[src/rtl/seg_scan_decoder.sv]
// Scanned seven-segment bus to BCD frame decoder with per-digit stability filtering.
// Build option: define SEG_BLANK_EN to accept the all-off pattern as a legal blank digit.
module seg_scan_decoder #(
    parameter int NUM_DIGITS    = 4,
    parameter int STABLE_CYCLES = 4
) (
    input  logic                      clk,
    input  logic                      rst_n,
    input  logic [6:0]                seg_in,
    input  logic [NUM_DIGITS-1:0]     dig_sel,
    output logic [4*NUM_DIGITS-1:0]   bcd_out,
    output logic [NUM_DIGITS-1:0]     err_out,
    output logic                      out_valid,
    input  logic                      out_ready,
    output logic                      ovf
);
    localparam int CW = $clog2(STABLE_CYCLES + 1);

    typedef enum logic {S_COLLECT, S_PRESENT} state_t;

    logic [6:0]                r_seg_q, r_prev_seg;
    logic [NUM_DIGITS-1:0]     r_sel_q, r_prev_sel;
    logic [CW-1:0]             r_cnt;
    logic [4*NUM_DIGITS-1:0]   r_shadow_bcd, r_bcd;
    logic [NUM_DIGITS-1:0]     r_shadow_err, r_err, r_mask;
    logic                      r_valid, r_ovf;
    state_t                    r_state;

    logic [3:0]                w_nib;
    logic                      w_bad, w_onehot, w_same, w_capture, w_complete;
    logic [CW-1:0]             w_cnt_nxt;
    logic [4*NUM_DIGITS-1:0]   w_shadow_bcd_nxt, w_bcd_nxt;
    logic [NUM_DIGITS-1:0]     w_shadow_err_nxt, w_err_nxt, w_mask_cap, w_mask_nxt;
    logic                      w_valid_nxt, w_ovf_nxt;
    state_t                    w_state_nxt;

    always_comb begin
        w_nib = 4'hF;
        w_bad = 1'b1;
        case (r_seg_q)
            7'h7E: begin w_nib = 4'd0; w_bad = 1'b0; end
            7'h30: begin w_nib = 4'd1; w_bad = 1'b0; end
            7'h6D: begin w_nib = 4'd2; w_bad = 1'b0; end
            7'h79: begin w_nib = 4'd3; w_bad = 1'b0; end
            7'h33: begin w_nib = 4'd4; w_bad = 1'b0; end
            7'h5B: begin w_nib = 4'd5; w_bad = 1'b0; end
            7'h5F: begin w_nib = 4'd6; w_bad = 1'b0; end
            7'h70: begin w_nib = 4'd7; w_bad = 1'b0; end
            7'h7F: begin w_nib = 4'd8; w_bad = 1'b0; end
            7'h7B: begin w_nib = 4'd9; w_bad = 1'b0; end
`ifdef SEG_BLANK_EN
            7'h00: begin w_nib = 4'hF; w_bad = 1'b0; end
`endif
            default: begin w_nib = 4'hF; w_bad = 1'b1; end
        endcase
    end

    // Capture fires only on the transition into the saturated count, so once per dwell.
    always_comb begin
        w_onehot  = (r_sel_q != '0) && ((r_sel_q & (r_sel_q - NUM_DIGITS'(1))) == '0);
        w_same    = ({r_seg_q, r_sel_q} == {r_prev_seg, r_prev_sel});
        w_capture = w_onehot && w_same && (r_cnt == CW'(STABLE_CYCLES - 1));
        if (!w_onehot)
            w_cnt_nxt = '0;
        else if (!w_same)
            w_cnt_nxt = CW'(1);
        else if (r_cnt == CW'(STABLE_CYCLES))
            w_cnt_nxt = r_cnt;
        else
            w_cnt_nxt = r_cnt + CW'(1);
    end

    always_comb begin
        w_shadow_bcd_nxt = r_shadow_bcd;
        w_shadow_err_nxt = r_shadow_err;
        for (int i = 0; i < NUM_DIGITS; i++) begin
            if (w_capture && r_sel_q[i]) begin
                w_shadow_bcd_nxt[4*i +: 4] = w_nib;
                w_shadow_err_nxt[i]        = w_bad;
            end
        end
        w_mask_cap = r_mask | (w_capture ? r_sel_q : '0);
        w_complete = &w_mask_cap;
    end

    always_comb begin
        w_state_nxt = r_state;
        w_bcd_nxt   = r_bcd;
        w_err_nxt   = r_err;
        w_valid_nxt = r_valid;
        w_ovf_nxt   = r_ovf;
        w_mask_nxt  = w_mask_cap;
        case (r_state)
            S_COLLECT: begin
                if (w_complete) begin
                    w_bcd_nxt   = w_shadow_bcd_nxt;
                    w_err_nxt   = w_shadow_err_nxt;
                    w_valid_nxt = 1'b1;
                    w_mask_nxt  = '0;
                    w_state_nxt = S_PRESENT;
                end
            end
            S_PRESENT: begin
                if (r_valid && out_ready) begin
                    if (w_complete) begin
                        w_bcd_nxt  = w_shadow_bcd_nxt;
                        w_err_nxt  = w_shadow_err_nxt;
                        w_mask_nxt = '0;
                    end else begin
                        w_valid_nxt = 1'b0;
                        w_state_nxt = S_COLLECT;
                    end
                end else if (w_complete) begin
                    // Downstream still holds the previous frame: drop the new one.
                    w_mask_nxt = '0;
                    w_ovf_nxt  = 1'b1;
                end
            end
            default: w_state_nxt = S_COLLECT;
        endcase
    end

    always_ff @(posedge clk) begin
        if (!rst_n) begin
            r_seg_q      <= '0;
            r_sel_q      <= '0;
            r_prev_seg   <= '0;
            r_prev_sel   <= '0;
            r_cnt        <= '0;
            r_shadow_bcd <= '0;
            r_shadow_err <= '0;
            r_mask       <= '0;
            r_bcd        <= '0;
            r_err        <= '0;
            r_valid      <= 1'b0;
            r_ovf        <= 1'b0;
            r_state      <= S_COLLECT;
        end else begin
            r_seg_q      <= seg_in;
            r_sel_q      <= dig_sel;
            r_prev_seg   <= r_seg_q;
            r_prev_sel   <= r_sel_q;
            r_cnt        <= w_cnt_nxt;
            r_shadow_bcd <= w_shadow_bcd_nxt;
            r_shadow_err <= w_shadow_err_nxt;
            r_mask       <= w_mask_nxt;
            r_bcd        <= w_bcd_nxt;
            r_err        <= w_err_nxt;
            r_valid      <= w_valid_nxt;
            r_ovf        <= w_ovf_nxt;
            r_state      <= w_state_nxt;
        end
    end

    assign bcd_out   = r_bcd;
    assign err_out   = r_err;
    assign out_valid = r_valid;
    assign ovf       = r_ovf;
endmodule

[config.mk]
export PLATFORM = sky130hd
export DESIGN_NAME = seg_scan_decoder
export DESIGN_NICKNAME = d
export VERILOG_FILES = /design/src/rtl/seg_scan_decoder.sv
export SDC_FILE = /design/constraint.sdc
export NUM_CORES = 1
export LEC_CHECK = 0
export BUFFER_PORTS_ARGS = -buffer_cell sky130_fd_sc_hd__buf_2
export CAP_MARGIN = 20
export CORE_MARGIN = 10
export CORE_UTILIZATION = 44
export DETAILED_ROUTE_END_ITERATION = 10
export SLEW_MARGIN = 20
export SYNTH_ARGS = -nofsm -noshare
export SYNTH_HDL_FRONTEND = slang
export SYNTH_SLANG_ARGS = --single-unit
[constraint.sdc]
create_clock -name clk -period 7.4 [get_ports clk]
set_input_delay 0.37 -clock clk [delete_from_list [all_inputs] [get_ports clk]]
set_output_delay 0.37 -clock clk [all_outputs]
set_load 0.02 [all_outputs]
==> run summary, run 1 <==
## Final layout
• final cell area excluding filler cells: 3498 sq um
• fraction of final layout cells sized beyond drive strength 1: 0.2000
• Layout fillers: 631
• Non-Filler Instances: 436
• Ant. Diodes: 0
• nets@finish: 353
• synthesis-to-layout area growth: 13.61%

## Yosys
• proportion of netlist area held by the largest area contributor: 0.4681
• distinct cell type count after synthesis: 52
• synthesized net count: 333
• register bit total from synthesis: 72
• cell area after synthesis: 3079 sq um
• average size of a mapped cell: 9.744 sq um
• cell types with the largest area share after synthesis: dfxtp_1 47%, mux2i_1 6.5%, and2_1 4.7%, o311ai_0 4.6%, nor2_1 4.3%
• async set or reset register ratio after synthesis: 0
• Synth Warn #: 0
• number of enable flip-flop cells after synthesis: 0
• cell type with the highest aggregate area in the netlist: dfxtp_1
• Cells after Synth: 316
• sequential element share of the synthesized area: 0.4681
• flip-flop cell with the highest count after synthesis: dfxtp_1

## CTS
• number of buffers inserted during clock tree synthesis: 9
• clock tree from TritonCTS: yes
• clock transition time at the flip-flop clock pins of the worst setup and hold paths: 0.08 ns
• buffer type at the clock tree root: clkbuf_8
• number of hold buffers added after cts: 0
• Max Buffers Root-to-Sink: 2
• CTS resizes: 0
• Setup Fix Bufs, Post-CTS: 0
• TritonCTS sink count: 72
• htree depth: 3
• latest clock arrival within the worst-skew pair: 0.34 ns

## Worst hold path
• type of the tightest min-delay check: in -> reg

## Timing
• worst slack on hold paths: 0.2266 ns
• least setup slack across all paths after layout: 4.213 ns
• setup repair after global routing missed its margin: no
• max frequency: 0.3138 GHz
• Setup Skew: 0.01015 ns
• aggregate negative setup slack: 0 ns
• final count of hold timing violations: 0
• fraction of the cycle the final worst path needs: 0.4307
• final setup vio count: 0
• shortest period the worst path allows: 3.187 ns
• Worst Max-Slew Pin Slew: 0.9891 ns
• final max-slew violation count: 0
• normalized max-slew margin: 0.3311

## Die
• initial cell density of the core: 0.4532
• placeable core region: 6794 sq um
• die area: 10740 sq um
• count of standard-cell rows: 30
• Die H: 103.7 microns
• Die W: 103.7 microns
• number of top-level pins: 36

## Setup path
• crit path launch type: register
• element type at the critical path end: register
• required time of the critical path: 7.61 ns
• crit-path max FO: 20
• critical path class: reg -> reg
• arrival time at the worst endpoint: 3.40 ns

## Route
• # DRC: 0
• length of the first detailed-routing pass in iterations: 5
• post-DR wirelength/cell: 15.05 microns
• number of vias per cell: 5.289
• Via Count: 2306
• Detail Route Antenna Nets: 0
• number of design-rule violations left by the first detailed-router iteration: 101
• routed wire length: 6.563 mm

## Place
• post-detailed-placement cell area: 3266 sq um
• final RePlAce weighted congestion: 0.7542
• placed insts: 421
• pre-CTS setup slack: 4.224 ns
• buffers added on ports: 35
• DP HPWL: 4.495 mm

## Global routing
• grt ovf: 0
• Overall Global Routing Usage: 0.1243
• initial antenna violation count: 0
• vias in the first global route: 2205
• wire length of the first global-routing pass: 11.08 mm
• pin count of the biggest net entering global routing: 50

## Power and ir drop
• P per Cell Area: 229.6 nW/um^2
• leakage power summed over all cells: 1.384 nW
• worst vdd ir: 0.0001227 V

## Status
• status: complete, no violations

## Flow run
• number of max-cap violations: 0

==> where the power goes <==
group	leakage, nW	internal (mW)	switching [mW]
Clock	0.119	0.221	0.142
Combinational	0.681	0.0159	0.0223
Sequential	0.585	0.393	0.00830
==> flip-flops by register name, indices dropped and copies added (netlist names) <==
signal        count
r_state           1
out_valid         1
bcd_out          16
r_prev_seg        7
r_prev_sel        4
r_sel_q           4
r_shadow_bcd     16
r_shadow_err      4
r_cnt             3
r_seg_q           7
r_mask            4
ovf               1
err_out           4
==> cells by family (layout without fill, tap and decap cells) <==
kind of cell               count (synthesis)  count (layout)  synth area share
and+or+nand+nor                          113             113            0.2146
DFF                                       72              72            0.4681
AOI/OAI and AO/OA                         58              58            0.1434
buffers and inverters                     34              58           0.04957
muxes                                     22              22           0.07233
xor gates and xnor gates                  14              14           0.03982
adders and majority gates                  3               3           0.01219
==> final timing paths <==
| kind | from | endpoint | slack, ns | cells past startpoint |
|---|---|---|---|---|
| max | r_seg_q[1] | bcd_out[12] | 4.21 | 7 |
| min | seg_in[6] | r_seg_q[6] | 0.23 | 2 |
| max reg2reg | r_seg_q[1] | bcd_out[12] | 4.21 | 7 |
| min reg2reg | bcd_out[1] | bcd_out[1] | 0.46 | 2 |
==> metrics by stage <==
| step | power, mW | util |
|---|---|---|
| after floorplan | 0.4401 | - |
| after global placement | 0.4487 | 0.4807 |
| after detailed placement | 0.4492 | 0.4807 |
| after CTS | 0.8098 | 0.5149 |
| after global routing | 0.8345 | 0.5149 |
| final | 0.8031 | 0.5149 |
==> layout by cell type, fill, tap and decap left out, types with 2 or more instances in the layout <==
cell / Yosys / layout
dfxtp_1: 72 / 72
nor2_1: 35 / 35
buf_2: 3 / 35
and2_1: 23 / 23
mux2i_1: 20 / 20
o311ai_0: 16 / 16
o31ai_1: 16 / 16
nand2_1: 14 / 14
xor2_1: 9 / 9
clkbuf_8: 0 / 9
nor3_1: 8 / 8
nand3_1: 7 / 7
o22ai_1: 6 / 6
inv_1: 5 / 5
xnor2_1: 5 / 5
o21ai_0: 5 / 5
a21oi_1: 4 / 4
nand3b_1: 3 / 3
or4b_4: 3 / 3
or3_1: 3 / 3
ha_1: 3 / 3
bufinv_16: 0 / 3
nor4_4: 2 / 2
nor4_1: 2 / 2
mux2_2: 2 / 2
clkinv_2: 0 / 2
buf_4: 1 / 2
==> routing by layer <==
layer | global-route usage | share of wire | vias to the layer above
met2 | 0.1797 | 0.45 | 52
met1 | 0.1646 | 0.50 | 1075
met3 | 0.03656 | 0.042 | 8
li1 | - | - | 1171
met5 | 0 | 0 | -
met4 | 0.05964 | 0.013 | 0
==> critical path: stages (launching register included) <==
cell and delay (ns):
dfxtp_1 0.53, xor2_1 0.16, or4_4 0.55, nor4bb_2 0.87, o22ai_1 0.20, buf_4 0.26, o311ai_0 0.36, o31ai_1 0.12
==> Yosys cell counts, types with 2 or more instances <==
cell,instances
nor2_1,35
ha_1,3
mux2_2,2
dfxtp_1,72
nand3_1,7
mux2i_1,20
nand3b_1,3
o21ai_0,5
o22ai_1,6
nor4_1,2
a21oi_1,4
clkbuf_2,2
buf_2,3
nor4_4,2
or3_1,3
nor3_1,8
buf_6,2
o31ai_1,16
and2_1,23
xor2_1,9
clkbuf_1,20
nand2_1,14
xnor2_1,5
inv_1,5
or4b_4,3
o311ai_0,16
==> cell type report <==
type	count	area [sq um]	area share
multi-input combinational	210	1491	0.4263
sequential	72	1441	0.4120
timing repair buffer	37	190.2	0.05436
clock buffer	9	123.9	0.03541
tap	96	120.1	0.03433
clock inverter	6	108.9	0.03112
inverter	6	22.52	0.006438
No activity file was read; power rests on OpenSTA's default activity.
==> inputs of run 2 (changes only) <==
--- a/config.mk
+++ b/config.mk
@@ -5,11 +5,13 @@
 export SDC_FILE = /design/constraint.sdc
 export NUM_CORES = 1
 export LEC_CHECK = 0
+export ABC_AREA = 1
 export BUFFER_PORTS_ARGS = -buffer_cell sky130_fd_sc_hd__buf_2
 export CAP_MARGIN = 20
 export CORE_MARGIN = 10
 export CORE_UTILIZATION = 44
 export DETAILED_ROUTE_END_ITERATION = 10
+export PLACE_DENSITY = 0.65
 export SLEW_MARGIN = 20
 export SYNTH_ARGS = -nofsm -noshare
 export SYNTH_HDL_FRONTEND = slang
==> constraint.sdc (replaced) <==
create_clock -name clk -period 2.8 [get_ports clk]
set_input_delay 0.14 -clock clk [delete_from_list [all_inputs] [get_ports clk]]
set_output_delay 0.14 -clock clk [all_outputs]
set_load 0.02 [all_outputs]
==> run 2 against run 1 <==
Against the previous run: maximum frequency is 47% higher; largest cell class is now registers; clock-buffer cell count increased by 1; highest routed layer unchanged; sequential share of layout area down 1.9 points.
==> run summary, run 2 <==
## Power and ir drop
• leakage power summed over all cells: 1.844 nW
• total power: 2.010 mW
• net switching share of the total power: 0.2421
• Combinational Power Share: 0.056
• Internal Dissipation: 1.524 mW
• Clk network pwr share: 0.419
• NetSw: 486.6 uW
• share of power burned in registers: 0.525
• P per Cell Area: 548.0 nW/um^2
• worst vdd ir: 0.0003451 V

## Timing
• aggregate negative setup slack: 0 ns
• fraction of the cycle the final worst path needs: 0.7721
• Worst Max-Slew Pin Slew: 0.7800 ns
• setup repair after global routing missed its margin: no
• final setup vio count: 0
• final max-slew violation count: 0
• normalized max-slew margin: 0.4794
• max frequency: 0.4626 GHz
• least setup slack across all paths after layout: 0.6381 ns
• shortest period the worst path allows: 2.162 ns
• final count of hold timing violations: 0
• Setup Skew: 0.01273 ns

## Place
• DP HPWL: 4.400 mm
• placed insts: 554
• post-detailed-placement cell area: 3353 sq um
• buffers added on ports: 35
• pre-CTS setup slack: 0.6321 ns
• final RePlAce weighted congestion: 0.8037

## Global routing
• vias in the first global route: 2585
• pin count of the biggest net entering global routing: 45
• Overall Global Routing Usage: 0.1238
• grt ovf: 0
• wire length of the first global-routing pass: 11.35 mm
• initial antenna violation count: 0

## Route
• Detail Route Antenna Nets: 0
• number of vias per cell: 4.621
• post-DR wirelength/cell: 10.80 microns
• routed wire length: 6.272 mm
• number of design-rule violations left by the first detailed-router iteration: 102
• # DRC: 0
• Via Count: 2685
• length of the first detailed-routing pass in iterations: 4

## Setup path
• worst r2r path cells: 10
• arrival time at the worst endpoint: 2.41 ns
• critical path class: reg -> reg
• cell with the biggest individual delay on the critical path: dfxtp_1
• element type at the critical path end: register
• required time of the critical path: 3.05 ns
• crit-path max FO: 6
• delay of the slowest cell on the worst path: 0.40 ns
• most used cell along the critical path: nand2_1
• crit path launch type: register
• Critical Path, Cell by Cell: nand2_1 -> nor2_1 -> nand4_1 -> nor2b_1 -> nand3_1 -> nand2_1 -> o21ai_0 -> nand3_1 -> nand2_1 -> nor2_1

## Die
• number of top-level pins: 36
• count of standard-cell rows: 30
• Die H: 104.0 microns
• Die W: 104.0 microns
• initial cell density of the core: 0.4546
• die area: 10820 sq um
• placeable core region: 6832 sq um

## Yosys
• async set or reset register ratio after synthesis: 0
• distinct cell type count after synthesis: 30
• cell area after synthesis: 3105 sq um
• Cells after Synth: 434
• register bit total from synthesis: 72
• cell types with the largest area share after synthesis: dfxtp_1 46%, nand2_1 13%, inv_1 7.5%, nor2_1 7.1%, a21oi_1 4.8%
• average size of a mapped cell: 7.155 sq um
• proportion of netlist area held by the largest area contributor: 0.4641
• number of enable flip-flop cells after synthesis: 0
• synthesized net count: 451
• flip-flop cell with the highest count after synthesis: dfxtp_1
• commonest cells in the synthesized netlist: 110 x nand2_1, 72 x dfxtp_1, 62 x inv_1
• Synth Warn #: 0
• sequential element share of the synthesized area: 0.4641
• most frequent cell after synthesis: nand2_1
• cell type with the highest aggregate area in the netlist: dfxtp_1

## Final layout
• final cell area excluding filler cells: 3669 sq um
• nets@finish: 497
• synthesis-to-layout area growth: 18.13%
• fraction of final layout cells sized beyond drive strength 1: 0.1443
• Non-Filler Instances: 581
• top library cells by usage in the layout, fill and taps aside: 110 x nand2_1, 72 x dfxtp_1, 62 x inv_1, 59 x nor2_1, 35 x buf_2
• most common library cell in the layout ignoring fill and taps: nand2_1
• Ant. Diodes: 0
• Layout fillers: 699

## Worst hold path
• type of the tightest min-delay check: in -> reg
• worst hold path cell count: 4

## CTS
• TritonCTS sink count: 72
• CTS resizes: 0
• Max Buffers Root-to-Sink: 2
• buffer type at the clock tree root: clkbuf_8
• htree depth: 3
• clock transition time at the flip-flop clock pins of the worst setup and hold paths: 0.08 ns
• latest clock arrival within the worst-skew pair: 0.35 ns
• clock tree from TritonCTS: yes
• number of buffers inserted during clock tree synthesis: 9

## Flow run
• number of max-cap violations: 0

## Status
• status: complete, no violations

[run 2: cell count changes in the layout (fill, tap and decap cells not counted), sizes merged, moves of 11 or more]
| cell | previous run | this run |
|---|---|---|
| nand3 | 8 | 30 |
| o311ai | 16 | 0 |
| a21oi | 4 | 30 |
| and2 | 23 | 0 |
| dlygate4sd3 | 0 | 11 |
| o31ai | 16 | 0 |
| mux2i | 20 | 0 |
| inv | 6 | 66 |
| o21ai | 6 | 22 |
| nor2 | 35 | 64 |
| nand2 | 14 | 113 |
[run 2: worst paths after layout]
path	start	end	slack, ns
max reg2reg	r_seg_q[6]	bcd_out[12]	0.64
max	r_seg_q[6]	bcd_out[12]	0.64
min reg2reg	ovf	ovf	0.45
min	out_ready	out_valid	0.07
[run 2: timing repair]
action,in CTS,in global routing
buffers inserted,0,0
endpoints found under the setup margin,0,0
hold endpoints to repair,11,0
hold buffers,11,0
[run 2: stage by stage]
| stage | hold slack [ns] | util |
|---|---|---|
| 2_1_floorplan | 0.2376 | - |
| 3_3_place_gp | 0.3211 | 0.4908 |
| 3_5_place_dp | 0.3272 | 0.4908 |
| 4_1_cts | 0.05890 | 0.5370 |
| 5_1_grt | 0.08971 | 0.5370 |
| 6_report | 0.07493 | 0.5370 |
[run 2: final cells by class]
cell class / instances / area [sq um] / share of cell area
multi-input cells: 281 / 1326 / 0.3615
clock inverters: 6 / 67.56 / 0.01842
inverters: 66 / 247.7 / 0.06753
clock buffers: 10 / 137.6 / 0.03752
well taps: 96 / 120.1 / 0.03274
repair buffers: 50 / 327.8 / 0.08936
flip-flops and latches: 72 / 1441 / 0.3929
[run 2: routing by layer]
layer / global-route usage / share of wire / wire [microns] / vias to the layer above
met1: 0.1468 / 0.48 / 2980 / 1203
met3: 0.03965 / 0.037 / 232 / 12
li1: - / - / - / 1429
met2: 0.1973 / 0.47 / 2926 / 41
met4: 0.05964 / 0.021 / 132 / 0
met5: 0 / 0 / 0 / -
[run 2: cell families after synthesis]
family | after synthesis | share of synthesized area
AOI/OAI and AO/OA | 53 | 0.08622
xor gates and xnor gates | 6 | 0.01692
adders and majority gates | 3 | 0.01209
buffers and inverters | 81 | 0.1088
DFF | 72 | 0.4641
and+or+nand+nor | 219 | 0.3118
[run 2: power by group through the flow]
stage	sequential [mW]	clock [mW]	combinational, mW
floorplan	1.08	0	0.0789
global placement	1.08	0	0.101
detailed placement	1.08	0	0.102
CTS	1.06	0.867	0.114
global route	1.06	0.910	0.131
finish	1.06	0.841	0.113
[run 2: worst max-delay path, delay by kind of cell (launching register included)]
kind	cells	cell delay [ns]
flops	1	0.40
compound gates	1	0.38
simple gates	9	1.28
